===== src/rtl/opl3_pkg.sv =====
`default_nettype none
// ============================================================================
//  Module      : opl3_pkg
//  Description : Shared widths, frame size and mixer state encoding for the
//                OPL3 channel mixer.
//  Revision    : 1.0 - initial release
// ============================================================================
package opl3_pkg;

    localparam int OP_OUT_WIDTH  = 13;  // signed operator output
    localparam int OPS_PER_FRAME = 36;  // operator slots per sample frame
    localparam int MIX_ACC_WIDTH = 20;  // holds 36 * 2^(OP_OUT_WIDTH-1) without overflow
    localparam int SAMPLE_WIDTH  = 16;  // signed output sample
    localparam int OP_CNT_WIDTH  = 6;   // enough to count up to OPS_PER_FRAME

    typedef enum logic [1:0] {
        IDLE  = 2'd0,
        ACCUM = 2'd1,
        CLAMP = 2'd2
    } mixer_state_t;

endpackage
`default_nettype wire


===== src/rtl/mixer_saturate.sv =====
`default_nettype none
// ============================================================================
//  Module      : mixer_saturate
//  Description : Combinational clamp of a wide signed accumulator into a
//                narrower signed sample, flagging when clamping occurred.
//  Revision    : 1.0 - initial release
// ============================================================================
module mixer_saturate #(
    parameter int ACC_WIDTH = 20,
    parameter int OUT_WIDTH = 16
) (
    input  logic signed [ACC_WIDTH-1:0] i_acc,
    output logic signed [OUT_WIDTH-1:0] o_sample,
    output logic                        o_clipped
);

    localparam logic signed [ACC_WIDTH-1:0] c_sat_max = ACC_WIDTH'((2 ** (OUT_WIDTH - 1)) - 1);
    localparam logic signed [ACC_WIDTH-1:0] c_sat_min = ACC_WIDTH'(-(2 ** (OUT_WIDTH - 1)));

    // Pass the low bits through when in range, otherwise pin to the nearest rail.
    always_comb begin
        o_sample  = i_acc[OUT_WIDTH-1:0];
        o_clipped = 1'b0;
        if (i_acc > c_sat_max) begin
            o_sample  = c_sat_max[OUT_WIDTH-1:0];
            o_clipped = 1'b1;
        end else if (i_acc < c_sat_min) begin
            o_sample  = c_sat_min[OUT_WIDTH-1:0];
            o_clipped = 1'b1;
        end
    end

endmodule
`default_nettype wire


===== src/rtl/channel_mixer.sv =====
`default_nettype none
// ============================================================================
//  Module      : channel_mixer
//  Description : Sums carrier operator outputs into left/right accumulators
//                over one sample frame, saturates and emits one stereo sample
//                per frame. Optional macro OPL3_MIX_CLIP_COUNT_EN adds a
//                saturating clip event counter port (clip_count).
//  Revision    : 1.0 - initial release
// ============================================================================
module channel_mixer
    import opl3_pkg::*;
(
    input  logic                           clk,
    input  logic                           reset,
    input  logic                           sample_clk_en,
    input  logic                           op_valid,
    input  logic signed [OP_OUT_WIDTH-1:0] op_out,
    input  logic                           op_is_carrier,
    input  logic                           op_left_en,
    input  logic                           op_right_en,
    output logic signed [SAMPLE_WIDTH-1:0] sample_l,
    output logic signed [SAMPLE_WIDTH-1:0] sample_r,
    output logic                           sample_valid,
    output logic                           frame_error
`ifdef OPL3_MIX_CLIP_COUNT_EN
    ,
    output logic [15:0]                    clip_count
`endif
);

    mixer_state_t                    r_state, w_state_next;
    logic signed [MIX_ACC_WIDTH-1:0] r_acc_l, r_acc_r;
    logic signed [MIX_ACC_WIDTH-1:0] w_acc_l_next, w_acc_r_next, w_op_ext;
    logic [OP_CNT_WIDTH-1:0]         r_op_cnt, w_op_cnt_next;
    logic                            w_op_take;
    logic signed [SAMPLE_WIDTH-1:0]  r_sample_l, r_sample_r;
    logic signed [SAMPLE_WIDTH-1:0]  w_sat_l, w_sat_r;
    logic                            w_clip_l, w_clip_r;
    logic                            r_sample_valid, r_frame_error;

    assign w_op_ext = {{(MIX_ACC_WIDTH - OP_OUT_WIDTH){op_out[OP_OUT_WIDTH-1]}}, op_out};

    // Frame accumulation and state sequencing; a frame strobe restarts from
    // cleared accumulators and an op in the same cycle is the frame's first.
    always_comb begin
        w_op_take     = op_valid && (sample_clk_en || (r_state == ACCUM));
        w_acc_l_next  = sample_clk_en ? '0 : r_acc_l;
        w_acc_r_next  = sample_clk_en ? '0 : r_acc_r;
        w_op_cnt_next = sample_clk_en ? '0 : r_op_cnt;
        w_state_next  = r_state;

        if (w_op_take) begin
            w_op_cnt_next = w_op_cnt_next + OP_CNT_WIDTH'(1);
            if (op_is_carrier && op_left_en)
                w_acc_l_next = w_acc_l_next + w_op_ext;
            if (op_is_carrier && op_right_en)
                w_acc_r_next = w_acc_r_next + w_op_ext;
        end

        if (sample_clk_en) begin
            w_state_next = ACCUM;
        end else begin
            unique case (r_state)
                ACCUM:   if (w_op_take && (w_op_cnt_next == OP_CNT_WIDTH'(OPS_PER_FRAME)))
                             w_state_next = CLAMP;
                CLAMP:   w_state_next = IDLE;
                default: w_state_next = IDLE;
            endcase
        end
    end

    // State, accumulator and op counter registers.
    always_ff @(posedge clk) begin
        if (reset) begin
            r_state  <= IDLE;
            r_acc_l  <= '0;
            r_acc_r  <= '0;
            r_op_cnt <= '0;
        end else begin
            r_state  <= w_state_next;
            r_acc_l  <= w_acc_l_next;
            r_acc_r  <= w_acc_r_next;
            r_op_cnt <= w_op_cnt_next;
        end
    end

    mixer_saturate #(
        .ACC_WIDTH (MIX_ACC_WIDTH),
        .OUT_WIDTH (SAMPLE_WIDTH)
    ) u_sat_l (
        .i_acc     (r_acc_l),
        .o_sample  (w_sat_l),
        .o_clipped (w_clip_l)
    );

    mixer_saturate #(
        .ACC_WIDTH (MIX_ACC_WIDTH),
        .OUT_WIDTH (SAMPLE_WIDTH)
    ) u_sat_r (
        .i_acc     (r_acc_r),
        .o_sample  (w_sat_r),
        .o_clipped (w_clip_r)
    );

    // Register the clamped sample in CLAMP and flag restarts that cut a frame short.
    always_ff @(posedge clk) begin
        if (reset) begin
            r_sample_l     <= '0;
            r_sample_r     <= '0;
            r_sample_valid <= 1'b0;
            r_frame_error  <= 1'b0;
        end else begin
            r_sample_valid <= (r_state == CLAMP);
            if (r_state == CLAMP) begin
                r_sample_l <= w_sat_l;
                r_sample_r <= w_sat_r;
            end
            if (sample_clk_en && (r_state == ACCUM))
                r_frame_error <= 1'b1;
        end
    end

`ifdef OPL3_MIX_CLIP_COUNT_EN
    logic [15:0] r_clip_count;

    // One count per clipped frame regardless of how many channels clipped.
    always_ff @(posedge clk) begin
        if (reset)
            r_clip_count <= '0;
        else if ((r_state == CLAMP) && (w_clip_l || w_clip_r) && (r_clip_count != 16'hFFFF))
            r_clip_count <= r_clip_count + 16'd1;
    end

    assign clip_count = r_clip_count;
`else
    // Clip flags have no consumer when the counter is not built.
    logic w_clip_unused;
    assign w_clip_unused = w_clip_l | w_clip_r;
`endif

    assign sample_l     = r_sample_l;
    assign sample_r     = r_sample_r;
    assign sample_valid = r_sample_valid;
    assign frame_error  = r_frame_error;

endmodule
`default_nettype wire


===== config.mk =====
export PLATFORM = sky130hd
export DESIGN_NAME = channel_mixer
export DESIGN_NICKNAME = d
export VERILOG_FILES = /design/src/rtl/opl3_pkg.sv /design/src/rtl/mixer_saturate.sv /design/src/rtl/channel_mixer.sv
export SDC_FILE = /design/constraint.sdc
export NUM_CORES = 1
export LEC_CHECK = 0
export ABC_AREA = 1
export CAP_MARGIN = 20
export CORE_MARGIN = 1.5
export CORE_UTILIZATION = 65
export CTS_BUF_LIST = sky130_fd_sc_hd__clkbuf_8
export CTS_CLUSTER_SIZE = 28
export DETAILED_ROUTE_END_ITERATION = 8
export GPL_ROUTABILITY_DRIVEN = 0
export PLACE_DENSITY = 0.87
export SYNTH_ARGS = -nofsm -noshare
export SYNTH_HDL_FRONTEND = slang
export SYNTH_SLANG_ARGS = --single-unit
export TNS_END_PERCENT = 30

===== constraint.sdc =====
create_clock -name clk -period 5.65 [get_ports clk]
set_input_delay 1.13 -clock clk [delete_from_list [all_inputs] [get_ports clk]]
set_output_delay 1.13 -clock clk [all_outputs]
set_load 0.01 [all_outputs]

==> results.sh <==
export IMPL_hold_viol=0
export IMPL_rsz0062_at_grt="false"
export IMPL_pwr_density_cell_mw_per_mm2=181
export IMPL_grt_pass1_wl_um=26200
export IMPL_outcome="finished clean"
export IMPL_finClkSkew_ps=7.65
export IMPL_start_kind="primary input"
export IMPL_cts_num_sinks=82
export IMPL_yosys_register_bits=82
export IMPL_die_h_um=98.4
export IMPL_async_reset_ff_share_pct=0
export IMPL_cts_hold_buf=0
export IMPL_cts_buffer_depth=2
export IMPL_port_buffers=53
export IMPL_max_freq_mhz=260
export IMPL_netlist_instances=919
export IMPL_first_iter_violations=736
export IMPL_path_clk_slew_ps=80
export IMPL_fillers=703
export IMPL_cts_setup_buffers=0
export IMPL_vias_per_cell=5.78
export IMPL_drtPass1Iterations=6
export IMPL_relSlewSlack_pct=38.1
export IMPL_fin_area_mm2=0.00659
export IMPL_drtAntennaViolNets=0
export IMPL_route_detailed_drc=0
export IMPL_critPathKind="in2reg"
export IMPL_power_mw=1.19
export IMPL_p_leak_nw=3.24
export IMPL_rr_worst_depth=14
export IMPL_start_util_pct=67.5
export IMPL_syn_cell_area_mm2=0.00592
export IMPL_cts_tree="built"
export IMPL_syn_nets=980
export IMPL_clkLatencyLatePin_ps=350
export IMPL_synth_edff_count=0
export IMPL_numCtsBuffers=9
export IMPL_final_setup_viol_count=0
export IMPL_cap_viol_max_count=0
export IMPL_drive_gt1_share_pct=6.25
export IMPL_ir_worst_vdd_mv=0.0931
export IMPL_dieArea_mm2=0.00968
export IMPL_required_ps=5930
export IMPL_ios=54
export IMPL_hold_path_class="reg2reg"
export IMPL_synth_seq_area_share_pct=27.7
export IMPL_cp_max_fo=34
export IMPL_tightest_slew_ps=928
export IMPL_die_w_um=98.4
export IMPL_worstHoldPathCells=2
export IMPL_critical_path_arrival_ps=4120
export IMPL_num_antenna_cells=0
export IMPL_dpl_hpwl_um=12400
export IMPL_grt_total_usage_pct=33.6
export IMPL_grt_max_degree=54
export IMPL_ys_warn_count=0
export IMPL_synth_ff_type="dfxtp_1"
export IMPL_slew_violations=0
export IMPL_wl_per_cell_um=14.7
export IMPL_end_kind="flip-flop"
export IMPL_synth_cell_types=41
export IMPL_vias=6173
export IMPL_cts_root_buf="clkbuf_8"
export IMPL_cts_htree_levels=3
export IMPL_final_nets=1016
export IMPL_row_count=34
export IMPL_stdcell_count=1068
export IMPL_fin_crit_ps=3840
export IMPL_grt_pass1_vias=5483
export IMPL_place_area_mm2=0.00642
export IMPL_areaGrowthSynthToFinish_pct=11.4
export IMPL_antenna_found_initial=0
export IMPL_ctsResizeCount=0
export IMPL_fin_crit_sh_pct=68.0
export IMPL_core_area_mm2=0.00876
export IMPL_grt_overflow=0
export IMPL_fin_setup_tns_ps=0
export IMPL_finalWirelength_um=15800
export IMPL_dp_cells=1052
export IMPL_holdWs_ps=462
export IMPL_synth_avg_cell_area_um2=6.44
==> logic make-up after synthesis <==
kind of cell | Yosys count | share of synthesized area (%)
AND/OR/NAND/NOR | 418 | 31.6
AO/OA/AOI/OAI | 193 | 17.4
buffers and inverters | 167 | 11.5
flip-flops | 82 | 27.7
adder cells (fa/ha/maj) | 41 | 8.93
XOR/XNOR | 18 | 2.79
==> routing by layer <==
metal  part of all wire (%)  global-route usage, %  vias to the layer above
met5                      0                      0                        -
met4                    2.8                   11.9                        0
met3                     12                   7.16                       31
met2                     42                   49.7                      330
met1                     44                   48.2                     2786
li1                       -                      -                     3026
==> cells in the final DEF (no fill, tap or decap), drive strengths merged, types with 2 or more instances in the layout <==
cell           instances
a21oi                114
and2                   3
clkbuf                10
clkdlybuf4s50         52
clkinvlp               3
dfxtp                 82
fa                     2
ha                    39
inv                  141
nand2                246
nand3                 62
nand3b                 6
nand4                 13
nor2                  80
nor3                   4
o21a                   5
o21ai                 63
o21bai                 8
or2                    4
xnor2                  5
xor2                  13
==> path summary, 6_finish.rpt <==
kind / slack [ps] / start / to
setup reg to reg: 3470 / r_acc_l[0]$_SDFF_PP0_ / r_acc_l[12]$_SDFF_PP0_
hold reg to reg: 460 / sample_r[15]$_SDFFE_PP0P_ / sample_r[15]$_SDFFE_PP0P_
setup / recovery: 1810 / sample_clk_en / r_acc_l[12]$_SDFF_PP0_
hold / removal: 460 / sample_r[15]$_SDFFE_PP0P_ / sample_r[15]$_SDFFE_PP0P_
==> per-stage QoR <==
step	setup slack (ps)	utilization [%]
final	1810	75.2
after global routing	1530	75.2
after CTS	1850	75.2
after detailed placement	1500	73.3
after global placement	1650	73.3
after floorplan	2460	-
==> worst max-delay path, stage by stage <==
cell	delay, ps
clkdlybuf4s50_1	760
inv_6	420
nand2_1	140
inv_1	80
ha_1	200
inv_1	70
fa_1	390
inv_1	90
nand3_1	60
nand3_1	150
nand2_1	70
nand2_1	120
nand2_1	100
nand3b_1	110
nand3_1	80
a21oi_1	130
==> synthesized netlist by cell type (2+ instances only) <==
master | count | share of area (%)
a21oi_1 | 108 | 9.1
a21oi_2 | 6 | 0.89
and2_1 | 3 | 0.32
buf_2 | 6 | 0.51
buf_4 | 3 | 0.38
buf_6 | 4 | 0.76
clkbuf_1 | 12 | 0.76
clkbuf_2 | 2 | 0.17
dfxtp_1 | 82 | 28
fa_1 | 2 | 0.68
ha_1 | 39 | 8.2
inv_1 | 127 | 8.1
inv_2 | 11 | 0.70
nand2_1 | 237 | 15
nand2_2 | 5 | 0.53
nand2_4 | 2 | 0.38
nand2_8 | 2 | 0.68
nand3_1 | 59 | 5.0
nand3_2 | 3 | 0.51
nand3b_1 | 6 | 0.76
nand4_1 | 13 | 1.4
nor2_1 | 67 | 4.3
nor2_2 | 7 | 0.74
nor2_4 | 5 | 0.95
nor3_1 | 4 | 0.34
o21a_1 | 5 | 0.63
o21ai_0 | 51 | 4.3
o21ai_1 | 12 | 1.0
o21bai_1 | 8 | 1.0
or2_0 | 2 | 0.21
xnor2_1 | 5 | 0.74
xor2_1 | 12 | 1.8
==> final cells by class <==
type / count / area (um^2) / share of cell area (%)
Clock inverter: 6 / 35.0 / 0.531
Tap cell: 108 / 135 / 2.05
Inverter: 139 / 527 / 7.99
Multi-Input combinational cell: 670 / 3590 / 54.5
Timing Repair Buffer: 53 / 526 / 7.97
Sequential cell: 82 / 1640 / 24.9
Clock buffer: 10 / 138 / 2.09
==> flip-flops by register name, indices dropped and copies added (netlist names) <==
| register | cells |
|---|---|
| r_op_cnt | 6 |
| sample_r | 16 |
| r_state | 2 |
| sample_l | 16 |
| sample_valid | 1 |
| r_acc_l | 20 |
| frame_error | 1 |
| r_acc_r | 20 |
==> power by group <==
group / leakage (nW) / switching [mW] / internal [mW]
sequential: 0.665 / 0.00878 / 0.590
combinational: 2.49 / 0.147 / 0.0719
clock: 0.0869 / 0.205 / 0.168
No activity file was read; power rests on OpenSTA's default activity.
